<file path="src/rtl/mips_pkg.sv">
// Shared definitions for the MIPS core: function codes, multiply/divide
// unit state encoding and the default datapath width.
package mips_pkg;

    localparam int MDU_WIDTH = 32;

    localparam logic [5:0] FN_MFHI  = 6'b010000;
    localparam logic [5:0] FN_MTHI  = 6'b010001;
    localparam logic [5:0] FN_MFLO  = 6'b010010;
    localparam logic [5:0] FN_MTLO  = 6'b010011;
    localparam logic [5:0] FN_MULT  = 6'b011000;
    localparam logic [5:0] FN_MULTU = 6'b011001;
    localparam logic [5:0] FN_DIV   = 6'b011010;
    localparam logic [5:0] FN_DIVU  = 6'b011011;

    typedef enum logic [1:0] {
        ST_IDLE = 2'd0,
        ST_RUN  = 2'd1,
        ST_FIX  = 2'd2
    } mdu_state_t;

endpackage

</file>
<file path="src/rtl/mdu_iter.sv">
// Multiply/divide step datapath. Works on unsigned magnitudes only; the
// caller handles signs. One shift-add (multiply) or restoring
// shift-subtract (divide) step per enabled cycle on a 2*WIDTH accumulator.
module mdu_iter #(
    parameter int WIDTH = 32
) (
    input  logic               i_clk,
    input  logic               i_rst,
    input  logic               i_load,
    input  logic               i_step,
    input  logic               i_is_div,
    input  logic [WIDTH-1:0]   i_mag1,
    input  logic [WIDTH-1:0]   i_mag2,
    output logic [2*WIDTH-1:0] o_product,
    output logic [WIDTH-1:0]   o_quot,
    output logic [WIDTH-1:0]   o_rem
);

    // r_m is the multiplicand for multiply and the divisor for divide.
    logic [2*WIDTH-1:0] r_acc;
    logic [WIDTH-1:0]   r_m;
    logic               r_is_div;

    logic [WIDTH:0]     w_mul_sum;
    logic [WIDTH:0]     w_trial;
    logic [2*WIDTH-1:0] w_mul_nxt;
    logic [2*WIDTH-1:0] w_div_nxt;

    // Single step of each algorithm; the divide trial borrow decides the quotient bit.
    always_comb begin
        w_mul_sum = {1'b0, r_acc[2*WIDTH-1:WIDTH]} + (r_acc[0] ? {1'b0, r_m} : '0);
        w_mul_nxt = {w_mul_sum, r_acc[WIDTH-1:1]};
        w_trial   = r_acc[2*WIDTH-1:WIDTH-1] - {1'b0, r_m};
        if (w_trial[WIDTH])
            w_div_nxt = {r_acc[2*WIDTH-2:0], 1'b0};
        else
            w_div_nxt = {w_trial[WIDTH-1:0], r_acc[WIDTH-2:0], 1'b1};
    end

    // Load operands on acceptance, then advance one step per enabled cycle.
    always_ff @(posedge i_clk) begin
        if (i_rst) begin
            r_acc    <= '0;
            r_m      <= '0;
            r_is_div <= 1'b0;
        end else if (i_load) begin
            r_is_div <= i_is_div;
            r_m      <= i_is_div ? i_mag2 : i_mag1;
            r_acc    <= {{WIDTH{1'b0}}, (i_is_div ? i_mag1 : i_mag2)};
        end else if (i_step) begin
            r_acc    <= r_is_div ? w_div_nxt : w_mul_nxt;
        end
    end

    assign o_product = r_acc;
    assign o_quot    = r_acc[WIDTH-1:0];
    assign o_rem     = r_acc[2*WIDTH-1:WIDTH];

endmodule

</file>
<file path="src/rtl/mdu.sv">
// Iterative multiply/divide unit with architectural HI/LO registers.
// FSM, iteration counter, sign handling and HI/LO writes live here;
// the step datapath is in mdu_iter.
//
//   state   | meaning
//   IDLE    | accepts MULT/DIV starts and MTHI/MTLO writes
//   RUN     | WIDTH iteration steps, counter counts down to 0
//   FIX     | apply signs / divide-by-zero override, write HI/LO
module mdu
    import mips_pkg::*;
#(
    parameter int WIDTH = MDU_WIDTH
) (
    input  logic             i_clk,
    input  logic             i_rst,
    input  logic             i_start,
    input  logic [5:0]       i_control,
    input  logic [WIDTH-1:0] i_op1,
    input  logic [WIDTH-1:0] i_op2,
    output logic             o_busy,
    output logic             o_done,
    output logic             o_dz,
    output logic [WIDTH-1:0] o_hi,
    output logic [WIDTH-1:0] o_lo
);

    localparam int CW = $clog2(WIDTH + 1);

    mdu_state_t r_state, w_state_nxt;

    logic [CW-1:0]    r_cnt;
    logic             r_is_div;
    logic             r_neg_q;
    logic             r_neg_r;
    logic             r_dz;
    logic [WIDTH-1:0] r_op1;
    logic [WIDTH-1:0] r_hi;
    logic [WIDTH-1:0] r_lo;
    logic             r_done;
    logic             r_dz_out;

    logic               w_is_mul_op, w_is_div_op, w_is_signed;
    logic               w_accept, w_step;
    logic               w_neg1, w_neg2;
    logic [WIDTH-1:0]   w_mag1, w_mag2;
    logic [2*WIDTH-1:0] w_product, w_prod_fix;
    logic [WIDTH-1:0]   w_quot, w_rem;
    logic [WIDTH-1:0]   w_fix_hi, w_fix_lo;

    assign w_is_mul_op = (i_control == FN_MULT) || (i_control == FN_MULTU);
    assign w_is_div_op = (i_control == FN_DIV)  || (i_control == FN_DIVU);
    assign w_is_signed = (i_control == FN_MULT) || (i_control == FN_DIV);
    assign w_accept    = (r_state == ST_IDLE) && i_start && (w_is_mul_op || w_is_div_op);
    assign w_step      = (r_state == ST_RUN);

    assign w_neg1 = w_is_signed & i_op1[WIDTH-1];
    assign w_neg2 = w_is_signed & i_op2[WIDTH-1];
    assign w_mag1 = w_neg1 ? -i_op1 : i_op1;
    assign w_mag2 = w_neg2 ? -i_op2 : i_op2;

    mdu_iter #(.WIDTH(WIDTH)) u_iter (
        .i_clk     (i_clk),
        .i_rst     (i_rst),
        .i_load    (w_accept),
        .i_step    (w_step),
        .i_is_div  (w_is_div_op),
        .i_mag1    (w_mag1),
        .i_mag2    (w_mag2),
        .o_product (w_product),
        .o_quot    (w_quot),
        .o_rem     (w_rem)
    );

    // Next-state decode; RUN leaves when the counter is about to reach 0.
    always_comb begin
        w_state_nxt = r_state;
        case (r_state)
            ST_IDLE: if (w_accept)            w_state_nxt = ST_RUN;
            ST_RUN:  if (r_cnt == CW'(1))     w_state_nxt = ST_FIX;
            ST_FIX:                           w_state_nxt = ST_IDLE;
            default:                          w_state_nxt = ST_IDLE;
        endcase
    end

    // Sign correction and divide-by-zero override; MIN_INT/-1 wraps naturally.
    always_comb begin
        w_prod_fix = r_neg_q ? -w_product : w_product;
        w_fix_hi   = w_prod_fix[2*WIDTH-1:WIDTH];
        w_fix_lo   = w_prod_fix[WIDTH-1:0];
        if (r_is_div) begin
            if (r_dz) begin
                w_fix_lo = '1;
                w_fix_hi = r_op1;
            end else begin
                w_fix_lo = r_neg_q ? -w_quot : w_quot;
                w_fix_hi = r_neg_r ? -w_rem  : w_rem;
            end
        end
    end

    // State register, iteration counter and per-operation flags.
    always_ff @(posedge i_clk) begin
        if (i_rst) begin
            r_state  <= ST_IDLE;
            r_cnt    <= '0;
            r_is_div <= 1'b0;
            r_neg_q  <= 1'b0;
            r_neg_r  <= 1'b0;
            r_dz     <= 1'b0;
            r_op1    <= '0;
        end else begin
            r_state <= w_state_nxt;
            if (w_accept) begin
                r_cnt    <= CW'(WIDTH);
                r_is_div <= w_is_div_op;
                r_neg_q  <= w_neg1 ^ w_neg2;
                r_neg_r  <= w_neg1;
                r_dz     <= w_is_div_op && (i_op2 == '0);
                r_op1    <= i_op1;
            end else if (w_step) begin
                r_cnt    <= r_cnt - CW'(1);
            end
        end
    end

    // HI/LO architectural registers and the one-cycle done/dz pulse.
    always_ff @(posedge i_clk) begin
        if (i_rst) begin
            r_hi     <= '0;
            r_lo     <= '0;
            r_done   <= 1'b0;
            r_dz_out <= 1'b0;
        end else begin
            r_done   <= 1'b0;
            r_dz_out <= 1'b0;
            if (r_state == ST_FIX) begin
                r_hi     <= w_fix_hi;
                r_lo     <= w_fix_lo;
                r_done   <= 1'b1;
                r_dz_out <= r_dz;
            end else if (r_state == ST_IDLE && i_start) begin
                if (i_control == FN_MTHI) r_hi <= i_op1;
                if (i_control == FN_MTLO) r_lo <= i_op1;
            end
        end
    end

    assign o_busy = (r_state != ST_IDLE);
    assign o_done = r_done;
    assign o_dz   = r_dz_out;
    assign o_hi   = r_hi;
    assign o_lo   = r_lo;

endmodule

</file>
<file path="config.mk">
export PLATFORM = sky130hd
export DESIGN_NAME = mdu
export DESIGN_NICKNAME = d
export VERILOG_FILES = /design/src/rtl/mips_pkg.sv /design/src/rtl/mdu_iter.sv /design/src/rtl/mdu.sv
export SDC_FILE = /design/constraint.sdc
export NUM_CORES = 1
export LEC_CHECK = 0
export ABC_CLOCK_PERIOD_IN_PS = 3500
export CAP_MARGIN = 0
export CORE_MARGIN = 2
export CORE_UTILIZATION = 45
export CTS_BUF_LIST = sky130_fd_sc_hd__clkbuf_16
export CTS_CLUSTER_DIAMETER = 40
export DETAILED_ROUTE_END_ITERATION = 8
export PLACE_DENSITY = 0.69
export SLEW_MARGIN = 20
export SYNTH_ARGS = -nofsm -noshare
export SYNTH_HDL_FRONTEND = slang
export SYNTH_SLANG_ARGS = --single-unit
</file>
<file path="constraint.sdc">
create_clock -name i_clk -period 3.5 [get_ports i_clk]
set_clock_uncertainty 0.15 [all_clocks]
set_input_delay 1.05 -clock i_clk [delete_from_list [all_inputs] [get_ports i_clk]]
set_output_delay 1.05 -clock i_clk [all_outputs]
set_load 0.05 [all_outputs]
</file>
==> flow_metrics.tcl <==
set metrics [dict create \
    run_status "finished, final reports clean" \
    seqPwrFrac_pct 30.2 \
    synth_edf_count 0 \
    cts.sinks 206 \
    tightest_slew_ns 1.02 \
    final_cell_count_no_fill 3128 \
    peakVddDrop_uv 391 \
    setup_ws_ns 0.0555 \
    p_switching_uw 2480 \
    fp.dieH_um 197 \
    min_path_type "reg2reg" \
    antenna_found_initial 1 \
    min_path_cells 2 \
    cts-root-buf "clkbuf_16" \
    cts_hold_buf 0 \
    drt_iter0_markers 2079 \
    cp_max_fo 3 \
    initial_core_util_pct 45.9 \
    htree_levels 2 \
    rsz0062_at_grt "true" \
    antenna_left 0 \
    period_share_pct 98.4 \
    crit_required_ns 3.80 \
    cp-start-kind "input pin" \
    yosysWarnings 0 \
    die_w_um 197 \
    grt.overflow.total 0 \
    syn-num-nets 2417 \
    critPathArrivalTime_ns 3.74 \
    syn2layout_area_growth_pct 34.3 \
    ys_ff_latch 206 \
    rows 70 \
    cts_tree "done" \
    viasPerCell 6.20 \
    path_class "in2reg" \
    power_uw 7960 \
    pwr-share-clk_pct 48.5 \
    ys.flop_type "dfxtp_1" \
    finalNetCount 2773 \
    drv_slew 0 \
    wl_per_cell_um 23.0 \
    finalCriticalPeriod_ns 3.44 \
    clk_latency_ns 0.56 \
    layout-drive-gt1-share_pct 19.6 \
    drt-pass1-iter-count 6 \
    fp.dieArea_mm2 0.0390 \
    place_hpwl_um 54900 \
    synthCells 2272 \
    place_ws_ns -0.660 \
    avgSynthCellArea_um2 7.41 \
    critPathCaptureType "register" \
    hold_path_startpoint "r_op1[20]" \
    r2r_start "u_iter.o_product[15]" \
    maxCapViolations 0 \
    powerDensity_mw_per_mm2 352 \
    num_io_pins 140 \
    grt_pass1_vias 18500 \
    slew_headroom_pct 32.1 \
    hold_path_end "r_op1[20]" \
    nFillCells 3321 \
    swShare_pct 31.1 \
    async_reset_ff_share_pct 0 \
    setup-violations-final 0 \
    comb_power_share_pct 21.3 \
    timing.fmax_mhz 290 \
    synth_cell_types 80 \
    reg2reg_to "o_hi[19]" \
    grt_pass1_wl_um 108000 \
    power.internal_uw 5490 \
    vias 19400 \
    path_clk_slew_ns 0.06 \
    leakage_uw 0.00945 \
    layout_common_cells "348 x buf_4, 278 x nand2_1, 239 x a21oi_1, 203 x dfxtp_1, 180 x nor2_1" \
    track_usage_pct 36.3 \
    route.detailed.drc 0 \
    globalplace.congestion 1.07 \
    syn_area_mm2 0.0168 \
    core_area_mm2 0.0367 \
    cts.path.max_buffers 3 \
    place_inst 3042 \
    rrSetupSlack_ns 0.07 \
    cts_made_buffers 39 \
    ys_seq_area_share_pct 24.5 \
    hold_viol 0 \
    totalWireLength_um 72100 \
    io_buffer_count 139 \
    layout_commonest_cell "buf_4" \
    grt_start_max_net_pins 110 \
    rr_worst_depth 9 \
]
-- power groups by stage --
stage	clock, uW	sequential [uW]	combinational, uW
2_1_floorplan	0	2460	786
3_3_place_gp	0	2450	1500
3_5_place_dp	0	2450	1510
4_1_cts	3890	2400	1600
5_1_grt	3980	2410	1780
6_report	3860	2400	1700
-- how the worst max path moves through the flow --
stage	startpoint	endpoint	slack, ns	cells past startpoint
3_5_place_dp	i_op1[8]	u_iter.o_product[27]	-0.66	10
5_1_grt	i_op1[7]	u_iter.o_product[27]	-0.05	10
2_1_floorplan	i_op1[7]	u_iter.o_product[27]	-0.03	10
3_3_place_gp	i_op1[8]	u_iter.o_product[28]	-0.57	10
6_report	i_op1[7]	u_iter.o_product[27]	0.06	10
4_1_cts	u_iter.o_product[0]	u_iter.o_product[63]	0.009	13
-- registers in the layout, indices dropped and copies added, names as in the netlist --
name and count:
u_iter.o_product 64, o_hi 32, o_lo 32, r_op1 32, u_iter.r_m 32, r_cnt 6, r_state 2, o_done 1
o_dz 1, r_dz 1, r_neg_q 1, r_neg_r 1, u_iter.r_is_div 1
-- cell type report --
| cell class | count | area [um2] | share of cell area [%] |
|---|---|---|---|
| antenna | 1 | 2.50 | 0.0111 |
| clock buffer | 40 | 1000 | 4.43 |
| clock inverter | 32 | 329 | 1.45 |
| inverter | 76 | 285 | 1.26 |
| multi-input combinational | 1806 | 12000 | 53.2 |
| sequential | 206 | 4130 | 18.3 |
| tap | 468 | 586 | 2.59 |
| timing repair buffer | 499 | 4250 | 18.8 |
-- metrics by stage --
step | utilization [%] | hold WS, ns | cell area [um2] | setup TNS, ns
6_report | 61.6 | 0.304 | 22600 | 0
5_1_grt | 61.6 | 0.318 | 22600 | -0.102
4_1_cts | 60.9 | 0.300 | 22400 | 0
3_5_place_dp | 57.0 | 0.293 | 20900 | -20.71
3_3_place_gp | 57.0 | 0.287 | 20900 | -17.02
2_1_floorplan | - | 0.281 | 16900 | -0.0286
-- logic make-up after synthesis --
logic type,share of synthesized area (%)
multiplexers,8.04
AO/OA/AOI/OAI,27.2
adder cells (fa/ha/maj),5.44
flip-flops,24.5
buffers and inverters,6.02
XOR/XNOR,10.1
AND/OR/NAND/NOR,18.7
-- cell usage after synthesis, types with 31 or more instances --
library cell  number  share of area (%)
a211oi_1          37                1.6
a21oi_1          245                7.3
a221oi_1          34                1.8
clkbuf_1         154                3.4
dfxtp_1          206                 24
ha_1              70                5.2
inv_1             75                1.7
mux2i_1          124                7.4
nand2_1          280                6.2
nor2_1           182                4.1
nor3_1            39                1.2
o211ai_1          65                2.9
o21ai_0          130                3.9
o31ai_1           31                1.4
xnor2_1           90                4.7
xor2_1           104                5.4
-- per-layer routing --
metal	global-route usage [%]	vias to the layer above	wire length (um)
met4	20.8	0	4830
met3	6.40	235	6260
met1	46.5	9234	29200
met2	57.5	978	31800
li1	-	8942	-
met5	0	-	0
-- critical path, stage by stage --
cell	delay (ns)
clkdlybuf4s50_1	0.42
or4_4	0.55
or4_4	0.50
nor3b_4	0.23
nand2_2	0.10
o21ai_1	0.15
xor2_1	0.10
nand2_1	0.08
o21ai_0	0.12
a2111oi_2	0.42
-- what timing repair did --
action                                  4_1_cts  5_1_grt
endpoints found under the setup margin       32       54
setup buffers                                 6        5
pin swaps                                     1        8
gates cloned                                  1        1
gates resized for setup                      17       55
(Power assumes the default switching activity.)
